<file path="src/rtl/clk_div_pkg.sv">
// Shared types and defaults for the divided-clock controller.
package clk_div_pkg;

    localparam int unsigned DIV_W_DEF        = 8;
    localparam int unsigned DEFAULT_HALF_DEF = 2;

    typedef enum logic [1:0] {
        IDLE,
        RUN,
        STOPPING
    } state_e;

endpackage

</file>
<file path="src/rtl/clk_div_core.sv">
// Half-period counter and clk_out toggle flop; holds the active half-period H.
module clk_div_core
    import clk_div_pkg::*;
#(
    parameter int unsigned DIV_W        = DIV_W_DEF,
    parameter int unsigned DEFAULT_HALF = DEFAULT_HALF_DEF
) (
    input  logic             clk,
    input  logic             reset,
    input  logic             run,
    input  logic             load,
    input  logic [DIV_W-1:0] half_in,
    output logic             clk_out,
    output logic             at_end
);

    logic [DIV_W-1:0] cnt_q;
    logic [DIV_W-1:0] half_q;

    // H is never 0, so H-1 cannot wrap and cnt stays below 2^DIV_W-1.
    assign at_end = (cnt_q == half_q - DIV_W'(1));

    always_ff @(posedge clk or posedge reset) begin
        if (reset) begin
            cnt_q   <= '0;
            clk_out <= 1'b0;
            half_q  <= DIV_W'(DEFAULT_HALF);
        end else begin
            if (!run) begin
                cnt_q   <= '0;
                clk_out <= 1'b0;
            end else if (at_end) begin
                cnt_q   <= '0;
                clk_out <= ~clk_out;
            end else begin
                cnt_q <= cnt_q + DIV_W'(1);
            end
            if (load) begin
                half_q <= half_in;
            end
        end
    end

endmodule

</file>
<file path="src/rtl/clk_div_ctrl.sv">
// Divided-clock controller: run/stop FSM, ratio handshake and pending register.
// Optional CLK_DIV_CTRL_TICK_EN adds tick_out, high on the cycle clk_out becomes 1.
module clk_div_ctrl
    import clk_div_pkg::*;
#(
    parameter int unsigned DIV_W        = DIV_W_DEF,
    parameter int unsigned DEFAULT_HALF = DEFAULT_HALF_DEF
) (
    input  logic             clk,
    input  logic             reset,
    input  logic             run_en,
    input  logic             cfg_valid,
    input  logic [DIV_W-1:0] cfg_half,
    output logic             cfg_ready,
    output logic             cfg_err,
    output logic             active,
`ifdef CLK_DIV_CTRL_TICK_EN
    output logic             tick_out,
`endif
    output logic             clk_out
);

    state_e           state_q, state_d;
    logic             pend_valid_q, pend_valid_d;
    logic [DIV_W-1:0] pend_half_q, pend_half_d;
    logic             cfg_err_q, cfg_err_d;
    logic             at_end;
    logic             rise;
    logic             load;
    logic             run;
    logic             accept;

    assign accept = cfg_valid && !pend_valid_q;
    assign rise   = (state_q == RUN) && run_en && !clk_out && at_end;
    // New H takes effect only at a rising boundary so a whole period uses one H.
    assign load   = pend_valid_q && ((state_q == IDLE) || rise);
    assign run    = (state_q != IDLE) && (state_d != IDLE);

    assign cfg_ready = !pend_valid_q;
    assign cfg_err   = cfg_err_q;
    assign active    = (state_q != IDLE);

    always_comb begin
        state_d      = state_q;
        pend_valid_d = pend_valid_q;
        pend_half_d  = pend_half_q;
        cfg_err_d    = 1'b0;

        unique case (state_q)
            IDLE:     if (run_en) state_d = RUN;
            // Stopping while low truncates the low phase; while high, finish the pulse.
            RUN:      if (!run_en) state_d = (clk_out && !at_end) ? STOPPING : IDLE;
            STOPPING: if (at_end) state_d = IDLE;
            default:  state_d = IDLE;
        endcase

        if (load) begin
            pend_valid_d = 1'b0;
        end
        if (accept) begin
            if (cfg_half == '0) begin
                cfg_err_d = 1'b1;
            end else begin
                pend_valid_d = 1'b1;
                pend_half_d  = cfg_half;
            end
        end
    end

    always_ff @(posedge clk or posedge reset) begin
        if (reset) begin
            state_q      <= IDLE;
            pend_valid_q <= 1'b0;
            pend_half_q  <= '0;
            cfg_err_q    <= 1'b0;
        end else begin
            state_q      <= state_d;
            pend_valid_q <= pend_valid_d;
            pend_half_q  <= pend_half_d;
            cfg_err_q    <= cfg_err_d;
        end
    end

`ifdef CLK_DIV_CTRL_TICK_EN
    logic tick_q;

    always_ff @(posedge clk or posedge reset) begin
        if (reset) begin
            tick_q <= 1'b0;
        end else begin
            tick_q <= rise;
        end
    end

    assign tick_out = tick_q;
`endif

    clk_div_core #(
        .DIV_W        (DIV_W),
        .DEFAULT_HALF (DEFAULT_HALF)
    ) u_core (
        .clk     (clk),
        .reset   (reset),
        .run     (run),
        .load    (load),
        .half_in (pend_half_q),
        .clk_out (clk_out),
        .at_end  (at_end)
    );

endmodule

</file>
<file path="config.mk">
export PLATFORM = sky130hd
export DESIGN_NAME = clk_div_ctrl
export DESIGN_NICKNAME = d
export VERILOG_FILES = /design/src/rtl/clk_div_pkg.sv /design/src/rtl/clk_div_core.sv /design/src/rtl/clk_div_ctrl.sv
export SDC_FILE = /design/constraint.sdc
export NUM_CORES = 1
export LEC_CHECK = 0
export ABC_AREA = 1
export BUFFER_PORTS_ARGS = -buffer_cell sky130_fd_sc_hd__buf_2
export CAP_MARGIN = 10
export CORE_ASPECT_RATIO = 1.25
export CORE_UTILIZATION = 55
export DETAILED_ROUTE_END_ITERATION = 6
export GPL_ROUTABILITY_DRIVEN = 0
export PLACE_DENSITY = 0.75
export SYNTH_ARGS = -nofsm -noshare
export SYNTH_HDL_FRONTEND = slang
export SYNTH_SLANG_ARGS = --single-unit
</file>
<file path="constraint.sdc">
create_clock -name clk -period 2.8 [get_ports clk]
set_clock_uncertainty 0.2 [all_clocks]
set_input_delay 0 -clock clk [delete_from_list [all_inputs] [get_ports clk]]
set_output_delay 0 -clock clk [all_outputs]
set_load 0.1 [all_outputs]
</file>
---- Word level (Yosys, flattened, before mapping) ----
Index checks and enable logic that the tools add are counted.
cells by class
  bitwise logic cells ..................... 2
  add/sub/neg operators ................... 2
  divide/modulo/power cells ............... 0
  multiply operators ...................... 0
  order comparisons ....................... 0
  equal/unequal tests ..................... 4
  reduce and logical (&&, ||, !) cells .... 16
  multiplexer cells ....................... 14
  shift-type cells ........................ 0
operators with widths
  operator                                             count
  two-way mux 8 bit                                    2
  adder 8 x 1 -> 8 bit, second input constant          1
  equality test 8 bit                                  1
  logical NOT 8 bit                                    1
  two-way mux 2 bit                                    4
  subtractor 8 x 1 -> 8 bit, second input constant     1
  logical AND 1 bit                                    7
  two-way mux 1 bit                                    7
  case mux 2 bit (3 select lines)                      1
  nonzero test 2 bit                                   2
  logical NOT 1 bit                                    3
  equality test 2 x 1 -> 1 bit, second input constant  1
  equality test 2 bit, second input constant           1
  logical NOT 2 bit                                    1
  != test 2 bit, second input constant                 1
  NOT 1 bit                                            2
  AND reduction 2 bit                                  1
  logical OR 1 bit                                     1
storage, ports and cells
  output and inout port bits .............. 4
  bits in read-only memories .............. 0
  register bits after elaboration ......... 29
  bits of input ports ..................... 12
  memory bits (writable) .................. 0
  bits in latches ......................... 0
  memories ................................ 0
  word-level logic and storage cells ...... 45

---- Depth between registers and ports, before layout ----
Gate-level depths: netlist (run 1).
  depth in word-level cells ............... 10
  mapped depth ............................ 14
  mapped depth without buffers ............ 14

---- Cells and area by module ----
From an unflattened synthesis (run 1), not the netlist that was laid out.
unflattened totals
  cell total of the unflattened synthesis .. 223
  area, all modules ....................... 1629.1 um^2
modules (own cells, without submodules)
  module        sequential area each (um^2)  times used  cells each  area each (um^2)
  clk_div_core  426.7                        1           147         1043.5
  clk_div_ctrl  300.3                        1           76          585.6

---- Worst setup path after synthesis (run 1) ----
No wires, ideal clock.
  path kind ............................... register to register
  start point ............................. reg pend_valid_q
  end point ............................... reg pend_half_q[0]
  clock period less this slack ............ 2150 ps
  data required time ...................... 2475 ps
  stages on the path, launching flop included .. 5
  path buffers ............................ 1
  slack ................................... 650 ps
  library setup time ...................... 125 ps
  arrival time ............................ 1825 ps
  cell sequence ........................... dfrtp_1 buf_2 inv_1 nand3_2 mux2_2
on the way
  cells in the longest elaborated chain, start to end .. 3
ends and longest elaborated chain
  element                               RTL line            text
  from (decl)                           clk_div_ctrl.sv:24  logic pend_valid_q, pend_valid_d;
  from (signal assigned)                clk_div_ctrl.sv:78  pend_valid_q <= pend_valid_d;
  logical NOT 1 bit                     -
  via cfg_ready                         clk_div_ctrl.sv:14  output logic cfg_ready,
  logical AND 1 bit                     clk_div_ctrl.sv:33  assign accept = cfg_valid && !pend_valid_q;
  AND reduction 2 bit (no source line)  -
  to (signal assigned)                  clk_div_ctrl.sv:79  pend_half_q <= pend_half_d;
  to (decl)                             clk_div_ctrl.sv:25  logic [DIV_W-1:0] pend_half_q, pend_half_d;
The timed path passes the listed nets, and every way through them passes these cells.
A chain may end at the register's enable or synchronous reset.

---- Worst setup path in the final report (run 1) ----
  start point ............................. reg u_core.half_q[1]
  end point ............................... reg u_core.half_q[4]
on the way
  cells in the longest elaborated chain, start to end .. 5
ends and longest elaborated chain
  element                    RTL line            text
  from (decl)                clk_div_core.sv:18  logic [DIV_W-1:0] half_q;
  from (signal assigned)     clk_div_core.sv:27  half_q <= DIV_W'(DEFAULT_HALF);
  from (signal assigned)     clk_div_core.sv:39  half_q <= half_in;
  subtractor 8 x 1 -> 8 bit  clk_div_core.sv:21  assign at_end = (cnt_q == half_q - DIV_W'(1));
  equality test 8 bit        clk_div_core.sv:21
  logical AND 1 bit          clk_div_ctrl.sv:34  assign rise = (state_q == RUN) && run_en && !clk_out && at_end;
  logical OR 1 bit           clk_div_ctrl.sv:36  assign load = pend_valid_q && ((state_q == IDLE) || rise);
  logical AND 1 bit          clk_div_ctrl.sv:36
No other way between the ends.

==> reports/results.ini, run 1 <==
[yosys]
yosysUniqueCellTypes=25
synth_area_sq_mm=0.00156
syn_nets=197
synth.avg_cell_area_sq_um=8.53
synth_seq_cells=29
yosys.area.top_type=dfrtp_1
synth-seq-area-share_pct=46.6
yosysTopAreaCellShare_pct=44.9
syn_inst=183
synth.top_cells.by_area=dfrtp_1 (45%), nand2_1 (12%), nand3_1 (5.8%)
yosys_warnings=0

[floorplan]
core_sq_mm=0.00268
rows=21
die_area_sq_mm=0.00306
io_pins=16
start_util_pct=58.2
die_y_um=61.6
dieWidth_um=49.6

[finish]
fin_cells=252
syn2layout_area_growth_pct=22.1
finish.utilization_pct=71.1
layout_common_cells=nand2_1 (48), dfrtp_1 (28), inv_1 (23)
drive_above_1_share_pct=25.7
n_antenna_cell=0
final_nets=231
final_common_cell=nand2_1

[detailed_routing]
wl_per_cell_um=13.1
drc=0
final_antenna_net_count=0
wl_um=3300
avgViaCountPerCell=5.13
first_iter_violations=25
num_vias=1294
firstDrtPassIters=4

[worst_setup_path]
crit_slowest_cell=dfstp_2
reg2reg_from=u_core.half_q[1]$_DFFE_PP1P_
worst-r2r-cell-count=12
ff2ff_setup_slack_ps=600
critPathMaxFanout=10
end_kind=register
slowest_delay_ps=560
timing.rr.end=u_core.half_q[4]$_DFFE_PP0P_
cp_common_cell=nand2_1
startpoint_type=register
critPathKind=reg2reg
cp_data_required_time_ps=2820
critical_path.cell_chain=inv_1 > ha_1 > nand3_1 > o21ai_0 > nand2_1 > nand2_1 > nor2_2 > nand3_2 > nand2_4 > nand2_4 > nand2_1 > nand2_1
worstPathArrival_ps=2220

[sta]
maxSlewHeadroom_pct=66.0
fin_crit_sh_pct=78.5
tns_ps=0
slew_viol_final=0
finalSetupViolCount=0
final.min_clock_period_ps=2200
worst_pin_slew_ps=509
hold_violations=0
max_freq_mhz=455
rsz0062_at_grt=false

[outcome]
status=finished clean

[power]
p_per_area_mw_per_mm2=719
vdd_drop_max_uv=680
power_mw=1.37
seqPwrFrac_pct=42.1
p_leak_nw=0.955
pwr-share-comb_pct=31.7
switching_share_pct=35.8
pwr-share-clk_pct=26.2
p_switching_uw=491
internal_power_uw=879

[cts]
cts_inserted_buffers=5
post-cts-setup-buffers=0
cts_tree=done
cts-root-buf=clkbuf_4
cts_resized=0
cts.htree.levels=2
clock_latency_ps=330
cts_buffer_depth=2
path_clk_slew_ps=90
clock-sinks=29

[grt]
grt_max_degree=30
grt_pass1_wl_um=5610
antenna_found_initial=0
grt.total_usage_pct=26.0
grt-ovfl-total=0
grt_pass1_vias=1251

[run]
drv_cap=0

[min_path]
holdCritPathClass=in2async

[place]
dp_hpwl_um=2290
dp_cells=231
port_buffers=15

[how the worst max path moves through the flow]
| stage | startpoint | to | slack [ps] | cells past startpoint |
|---|---|---|---|---|
| 6_report | u_core.half_q[1]$_DFFE_PP1P_ | u_core.half_q[4]$_DFFE_PP0P_ | 600 | 12 |
| 3_5_place_dp | u_core.half_q[1]$_DFFE_PP1P_ | u_core.half_q[7]$_DFFE_PP0P_ | 620 | 12 |
| 5_1_grt | u_core.half_q[1]$_DFFE_PP1P_ | u_core.half_q[5]$_DFFE_PP0P_ | 410 | 12 |
| 4_1_cts | u_core.half_q[1]$_DFFE_PP1P_ | u_core.half_q[7]$_DFFE_PP0P_ | 610 | 12 |
| 3_3_place_gp | u_core.half_q[1]$_DFFE_PP1P_ | u_core.half_q[7]$_DFFE_PP0P_ | 710 | 12 |
| 2_1_floorplan | pend_valid_q$_DFF_PP0_ | pend_half_q[0]$_DFFE_PP0P_ | 650 | 4 |
[power groups by stage]
stage	clock network, mW	registers (mW)	logic (mW)
3_5_place_dp	0	0.583	0.413
5_1_grt	0.388	0.591	0.494
2_1_floorplan	0	0.557	0.347
4_1_cts	0.365	0.575	0.427
6_report	0.359	0.577	0.434
3_3_place_gp	0	0.578	0.393
[cell type report]
cell class                      instances  area, sq um
Clock buffer                            7         55.1
Clock inverter                          1         30.0
Fill cell                             212          774
Inverter                               25         93.8
Multi-Input combinational cell        128          734
Sequential cell                        29          727
Tap cell                               34         42.5
Timing Repair Buffer                   28          223
[sequential cells by signal (all words and copies together), names as in the netlist]
signal,count
cfg_err,1
pend_half_q,8
pend_valid_q,1
state_q,2
u_core.clk_out,1
u_core.cnt_q,8
u_core.half_q,8
[Yosys cell counts]
master / number
nand2_1: 48
dfrtp_1: 28
inv_1: 23
nand3_1: 18
nor2_2: 11
nor2_1: 10
mux2_2: 8
xor2_1: 7
nand2_2: 4
nand2_4: 3
xnor2_1: 3
ha_1: 2
inv_2: 2
nand3_2: 2
nor3_1: 2
nor4_1: 2
o21ai_0: 2
a21oi_1: 1
buf_2: 1
dfstp_2: 1
mux2i_1: 1
nand4_1: 1
nor2_4: 1
o21ai_1: 1
or2_2: 1
[cells by family after synthesis]
logic type / synth area share [%]
flops: 46.6
fa+ha+maj: 1.60
mux: 6.42
simple gates: 32.2
buf+inv: 6.33
xor+xnor: 5.61
compound gates: 1.28
[critical path, delay by kind of cell, from the launching register on]
kind	cells	cell delay, ps
adder cells (fa/ha/maj)	1	200
AND/OR/NAND/NOR	9	980
buffers and inverters	1	40
AO/OA/AOI/OAI	1	110
flip-flops	1	560
[through the flow]
| step | worst slack [ps] | cell area (sq um) | hold slack, ps |
|---|---|---|---|
| final | 603 | 1910 | 42.6 |
| after global routing | 410 | 1910 | 106 |
| after CTS | 610 | 1880 | 252 |
| after detailed placement | 624 | 1670 | 54.0 |
| after global placement | 711 | 1670 | 46.9 |
| after floorplan | 650 | 1560 | -123 |
[metal layers]
metal	GRT usage [%]	wire (um)	vias to the layer above
met5	0	0	-
met4	14.7	145	0
met3	6.67	98	16
met2	48.5	1780	33
met1	26.7	1280	604
li1	-	-	641
[timing repair]
action | CTS | global route
setup endpoints to repair | 0 | 0
endpoints found under the hold margin | 41 | 0
hold buffers | 12 | 0
Power figures use the tool's default switching activity.
==> inputs of run 2 (changes only) <==
==> constraint.sdc (replaced) <==
create_clock -name clk -period 2.1 [get_ports clk]
set_clock_uncertainty 0.2 [all_clocks]
set_input_delay 0 -clock clk [delete_from_list [all_inputs] [get_ports clk]]
set_output_delay 0 -clock clk [all_outputs]
set_load 0.1 [all_outputs]
==> run 2 against run 1 <==
Net effect:
- worst setup slack worse by 600 ps
- core utilization up 2.1 points
- sequential share of layout area down 1.1 points
- design area up 2.9%
- die area unchanged
- final cell count up 2.0%
- non-clock buffer count up 4
- critical path depth unchanged
- global-route usage down 0.55 points
- largest cell class unchanged
==> reports/results.ini, run 2 (synthesized netlist as in run 1, its figures left out) <==
[outcome]
status=finished clean

[cts]
clock-sinks=29
clock_latency_ps=330
cts_buffer_depth=2
cts_inserted_buffers=5
cts.htree.levels=2
post-cts-setup-buffers=0
cts_tree=done
path_clk_slew_ps=100
cts-root-buf=clkbuf_4

[finish]
drive_above_1_share_pct=29.1
n_antenna_cell=0
fin_cells=257
final_common_cell=nand2_1
final_nets=236
syn2layout_area_growth_pct=25.7
reg_top3=pend_half_q x8, u_core.cnt_q x8, u_core.half_q x8
layout_common_cells=nand2_1 (48), dfrtp_1 (28), inv_1 (20)

[power]
p_per_area_mw_per_mm2=922
vdd_drop_max_uv=589
p_leak_nw=0.958
power_mw=1.81

[floorplan]
core_sq_mm=0.00268
dieWidth_um=49.6
rows=21
start_util_pct=58.2
io_pins=16
die_y_um=61.6
die_area_sq_mm=0.00306

[worst_setup_path]
crit_slowest_cell=dfstp_2
ff2ff_setup_slack_ps=6
cp_num_buf_inv=1
cp_data_required_time_ps=2120
worstPathArrival_ps=2120
timing.rr.end=u_core.cnt_q[0]$_DFF_PP0_
end_kind=register
cp_common_cell=nand2_4
critPathKind=reg2reg
reg2reg_from=u_core.half_q[1]$_DFFE_PP1P_
worst-r2r-cell-count=12
critical_path.cell_chain=inv_2 > ha_4 > or2_4 > nand3_2 > nor2_1 > nand2_1 > nor2_4 > nand2_2 > nand2_4 > nand2_4 > nand2_8 > nor2_2
critPathMaxFanout=8
crit_family=simple AND/OR/NAND/NOR gates
startpoint_type=register
slowest_delay_ps=560

[grt]
antenna_found_initial=0
grt_max_degree=30
met2_usage_pct=51.0
grt.busiest_layer=met2
grt_pass1_vias=1321
grt.total_usage_pct=25.4
grt_pass1_wl_um=5460
met1_usage_pct=22.3
grt-ovfl-total=0
grt_util_met3_pct=6.67

[detailed_routing]
firstDrtPassIters=4
num_vias=1318
wl_um=3360
avgViaCountPerCell=5.13
wl_per_cell_um=13.1
drc=0
first_iter_violations=27
final_antenna_net_count=0

[sta]
worst_slack_ps=6.05
max_freq_mhz=478
final.min_clock_period_ps=2090
hold_violations=0
fin_crit_sh_pct=99.7
worst_pin_slew_ps=488
tns_ps=0
rsz0062_at_grt=true
whs_ps=68.8
finalSetupViolCount=0
maxSlewHeadroom_pct=67.7
slew_viol_final=0

[place]
pre_cts_slack_ps=-27.8
dp_cells=236
port_buffers=15
dp_hpwl_um=2430

[run]
drv_cap=0

[min_path]
holdCritPathClass=in2async

-- run 2: changes by cell type in the layout (fill, tap and decap cells not counted), moves of 2 or more --
cell | before | now
buf_4 | 0 | 5
inv_1 | 23 | 20
nor2_2 | 11 | 8
nor2_4 | 1 | 4
inv_2 | 2 | 4
-- run 2: worst max path at each step --
stage | from | endpoint | cells after the start
6_report | u_core.half_q[1]$_DFFE_PP1P_ | u_core.cnt_q[0]$_DFF_PP0_ | 12
5_1_grt | u_core.half_q[1]$_DFFE_PP1P_ | u_core.half_q[7]$_DFFE_PP0P_ | 12
4_1_cts | u_core.half_q[1]$_DFFE_PP1P_ | u_core.cnt_q[7]$_DFF_PP0_ | 12
3_5_place_dp | u_core.half_q[1]$_DFFE_PP1P_ | u_core.cnt_q[7]$_DFF_PP0_ | 12
3_3_place_gp | u_core.half_q[1]$_DFFE_PP1P_ | u_core.half_q[2]$_DFFE_PP0P_ | 12
2_1_floorplan | u_core.half_q[1]$_DFFE_PP1P_ | u_core.cnt_q[0]$_DFF_PP0_ | 12
-- run 2: per-stage QoR --
step	utilization, %	instance area (sq um)
2_1_floorplan	-	1560
3_3_place_gp	64.0	1710
3_5_place_dp	64.0	1710
4_1_cts	71.3	1910
5_1_grt	73.2	1960
6_report	73.2	1960
-- run 2: metal layers --
layer  wire length, um  part of all wire, %
met5                 0                    0
met4               133                  4.0
met1              1280                   38
met3                87                  2.6
met2              1860                   55
-- run 2: worst min-delay path, cell delays in order --
cell	delay, ps
dlygate4sd3_1	530
buf_2	120
inv_1	40
buf_4	330
-- run 2: area by class of cell --
class / instances / area (sq um)
Multi-Input combinational cell: 129 / 802
Inverter: 25 / 97.6
Tap cell: 34 / 42.5
Fill cell: 196 / 719
Clock buffer: 8 / 58.8
Sequential cell: 29 / 727
Timing Repair Buffer: 32 / 233
-- run 2: where the power goes --
part | total (mW) | leakage (nW) | internal, mW | switching (mW)
sequential | 0.773 | 0.367 | 0.665 | 0.108
clock | 0.361 | 0.0326 | 0.165 | 0.196
combinational | 0.674 | 0.559 | 0.279 | 0.395
-- run 2: what timing repair did --
item                       in CTS  in global routing
pin swaps                       4                  1
cloned                          0                  1
hold buffers                   12                  0
setup endpoints to repair      14                 18
gates resized for setup         2                 10
hold endpoints to repair       42                  0
==> inputs of run 3 (changes only) <==
--- a/config.mk
+++ b/config.mk
@@ -9,7 +9,7 @@
 export BUFFER_PORTS_ARGS = -buffer_cell sky130_fd_sc_hd__buf_2
 export CAP_MARGIN = 10
 export CORE_ASPECT_RATIO = 1.25
-export CORE_UTILIZATION = 55
+export CORE_UTILIZATION = 52
 export DETAILED_ROUTE_END_ITERATION = 6
 export GPL_ROUTABILITY_DRIVEN = 0
 export PLACE_DENSITY = 0.75
==> constraint.sdc (replaced) <==
create_clock -name clk -period 1.7 [get_ports clk]
set_clock_uncertainty 0.2 [all_clocks]
set_input_delay 0 -clock clk [delete_from_list [all_inputs] [get_ports clk]]
set_output_delay 0 -clock clk [all_outputs]
set_load 0.1 [all_outputs]
==> run 3 against run 2 <==
Net effect:
- core utilization grew 7.5 points
- first-iteration DRC count rose to 3.9 times the previous value
- critical path type unchanged
- highest routed layer unchanged
- total power grew 38%
- worst hold slack improved by 10 ps
- register-to-register slack worse by 600 ps
- design area grew 13%
- clock-buffer cell count is 2 lower
- flip-flop and latch count stayed put
- wire length up 45%
- worst setup slack got worse by 600 ps
- largest cell class unchanged
- the run now ends with negative setup slack left
- sequential share of layout area is 4.4 points lower
- die area up 5.6%
==> reports/results.ini, run 3 (synthesized netlist as in run 1, its figures left out) <==
[sta]
finalSetupViolCount=27
maxSlewHeadroom_pct=67.5
tns_ps=-11170
hold_violations=0
worst_slack_ps=-598
fin_crit_sh_pct=135
rsz0062_at_grt=true
slew_viol_final=0
final.min_clock_period_ps=2300
worst_pin_slew_ps=491
whs_ps=79.1
max_freq_mhz=435

[worst_setup_path]
critPathKind=reg2reg
end_kind=register
critPathMaxFanout=8
worst-r2r-cell-count=12
startpoint_type=register
worstPathArrival_ps=2330
cp_data_required_time_ps=1730

[floorplan]
core_sq_mm=0.00276
dieWidth_um=51.0
io_pins=16
rows=21
start_util_pct=56.6
die_y_um=63.2
die_area_sq_mm=0.00322

[grt]
grt.total_usage_pct=28.9
antenna_found_initial=0
grt_max_degree=30
grt_pass1_vias=1454
grt_pass1_wl_um=6730
grt-ovfl-total=0

[place]
dp_hpwl_um=2530
placed_cell_area_sq_mm=0.00187
port_buffers=15
pre_cts_slack_ps=-375
dp_cells=250

[finish]
layout_common_cells=nand2_1 (40), dfrtp_1 (28), buf_4 (24)
fin_cells=277
fillers=153
final_common_cell=nand2_1
n_antenna_cell=0
syn2layout_area_growth_pct=42.6
reg_top3=pend_half_q x8, u_core.cnt_q x8, u_core.half_q x8
final_area_sq_mm=0.00222
final_nets=256
drive_above_1_share_pct=41.6

[power]
p_per_area_mw_per_mm2=1120
vdd_drop_max_uv=874
p_leak_nw=1.10

[cts]
cts-root-buf=clkbuf_4
clock_latency_ps=330
clock-sinks=29
path_clk_slew_ps=100
cts_tree=done
cts.htree.levels=2
cts_inserted_buffers=5
cts_buffer_depth=2

[detailed_routing]
drc=0
wl_um=4880
avgViaCountPerCell=5.49
final_antenna_net_count=0
num_vias=1520
first_iter_violations=106
firstDrtPassIters=4
wl_per_cell_um=17.6

[outcome]
status=finished, violations left
violations=negative setup slack

[min_path]
holdCritPathClass=in2async

[run]
drv_cap=0

run 3: path summary, 6_finish.rpt:
kind                                               from  slack [ps]                            to
setup / recovery           u_core.half_q[1]$_DFFE_PP1P_        -600  u_core.half_q[5]$_DFFE_PP0P_
hold reg to reg              pend_half_q[0]$_DFFE_PP0P_         340    pend_half_q[0]$_DFFE_PP0P_
min in group clk                            cfg_half[6]         280    pend_half_q[6]$_DFFE_PP0P_
hold / removal                                    reset          80  u_core.half_q[7]$_DFFE_PP0P_
setup reg to reg           u_core.half_q[1]$_DFFE_PP1P_        -600  u_core.half_q[5]$_DFFE_PP0P_
max in group asynchronous                         reset         910  u_core.half_q[1]$_DFFE_PP1P_
run 3: stage by stage:
| stage | utilization [%] | power [mW] |
|---|---|---|
| 2_1_floorplan | - | 1.58 |
| 3_3_place_gp | 67.9 | 1.81 |
| 3_5_place_dp | 67.9 | 1.85 |
| 4_1_cts | 75.6 | 2.31 |
| 5_1_grt | 80.6 | 2.62 |
| 6_report | 80.6 | 2.50 |
run 3: worst max-delay path: stages, from the launching register on:
cell     delay [ps]
dfstp_2         560
inv_2            50
ha_4            260
or2_4           110
nand3_2          60
nor2_1          130
nand2_1         120
nor2_4          190
nand3_4         140
nand2_8         130
nand2_8          80
nand2_1         100
nand2_1          60
run 3: final cells by class:
class,count,area [sq um],area share [%]
clock buffer,6,41.3,1.86
inverter,25,97.6,4.39
tap,34,42.5,1.91
clock inverter,2,10.0,0.450
timing repair buffer,52,388,17.4
multi-input combinational,129,918,41.3
sequential,29,727,32.7
run 3: timing repair:
item | CTS | global route
buffers inserted | 3 | 5
gates resized for setup | 5 | 25
endpoints found under the hold margin | 41 | 2
hold buffers | 11 | 1
endpoints found under the setup margin | 19 | 28
pin swaps | 23 | 10
gates cloned | 1 | 0
run 3: power breakdown:
part	leakage (nW)	internal, mW	total, mW	switching (mW)
clock	0.0320	0.157	0.408	0.250
combinational	0.700	0.484	1.14	0.651
sequential	0.367	0.822	0.954	0.132
total	1.10	1.46	2.50	1.03
run 3: metal layers:
metal,GRT usage (%),up-vias,part of all wire [%]
li1,-,696,-
met1,32.4,733,36
met2,51.3,66,53
met3,5.80,25,5.2
met4,12.5,0,5.8
met5,0,-,0
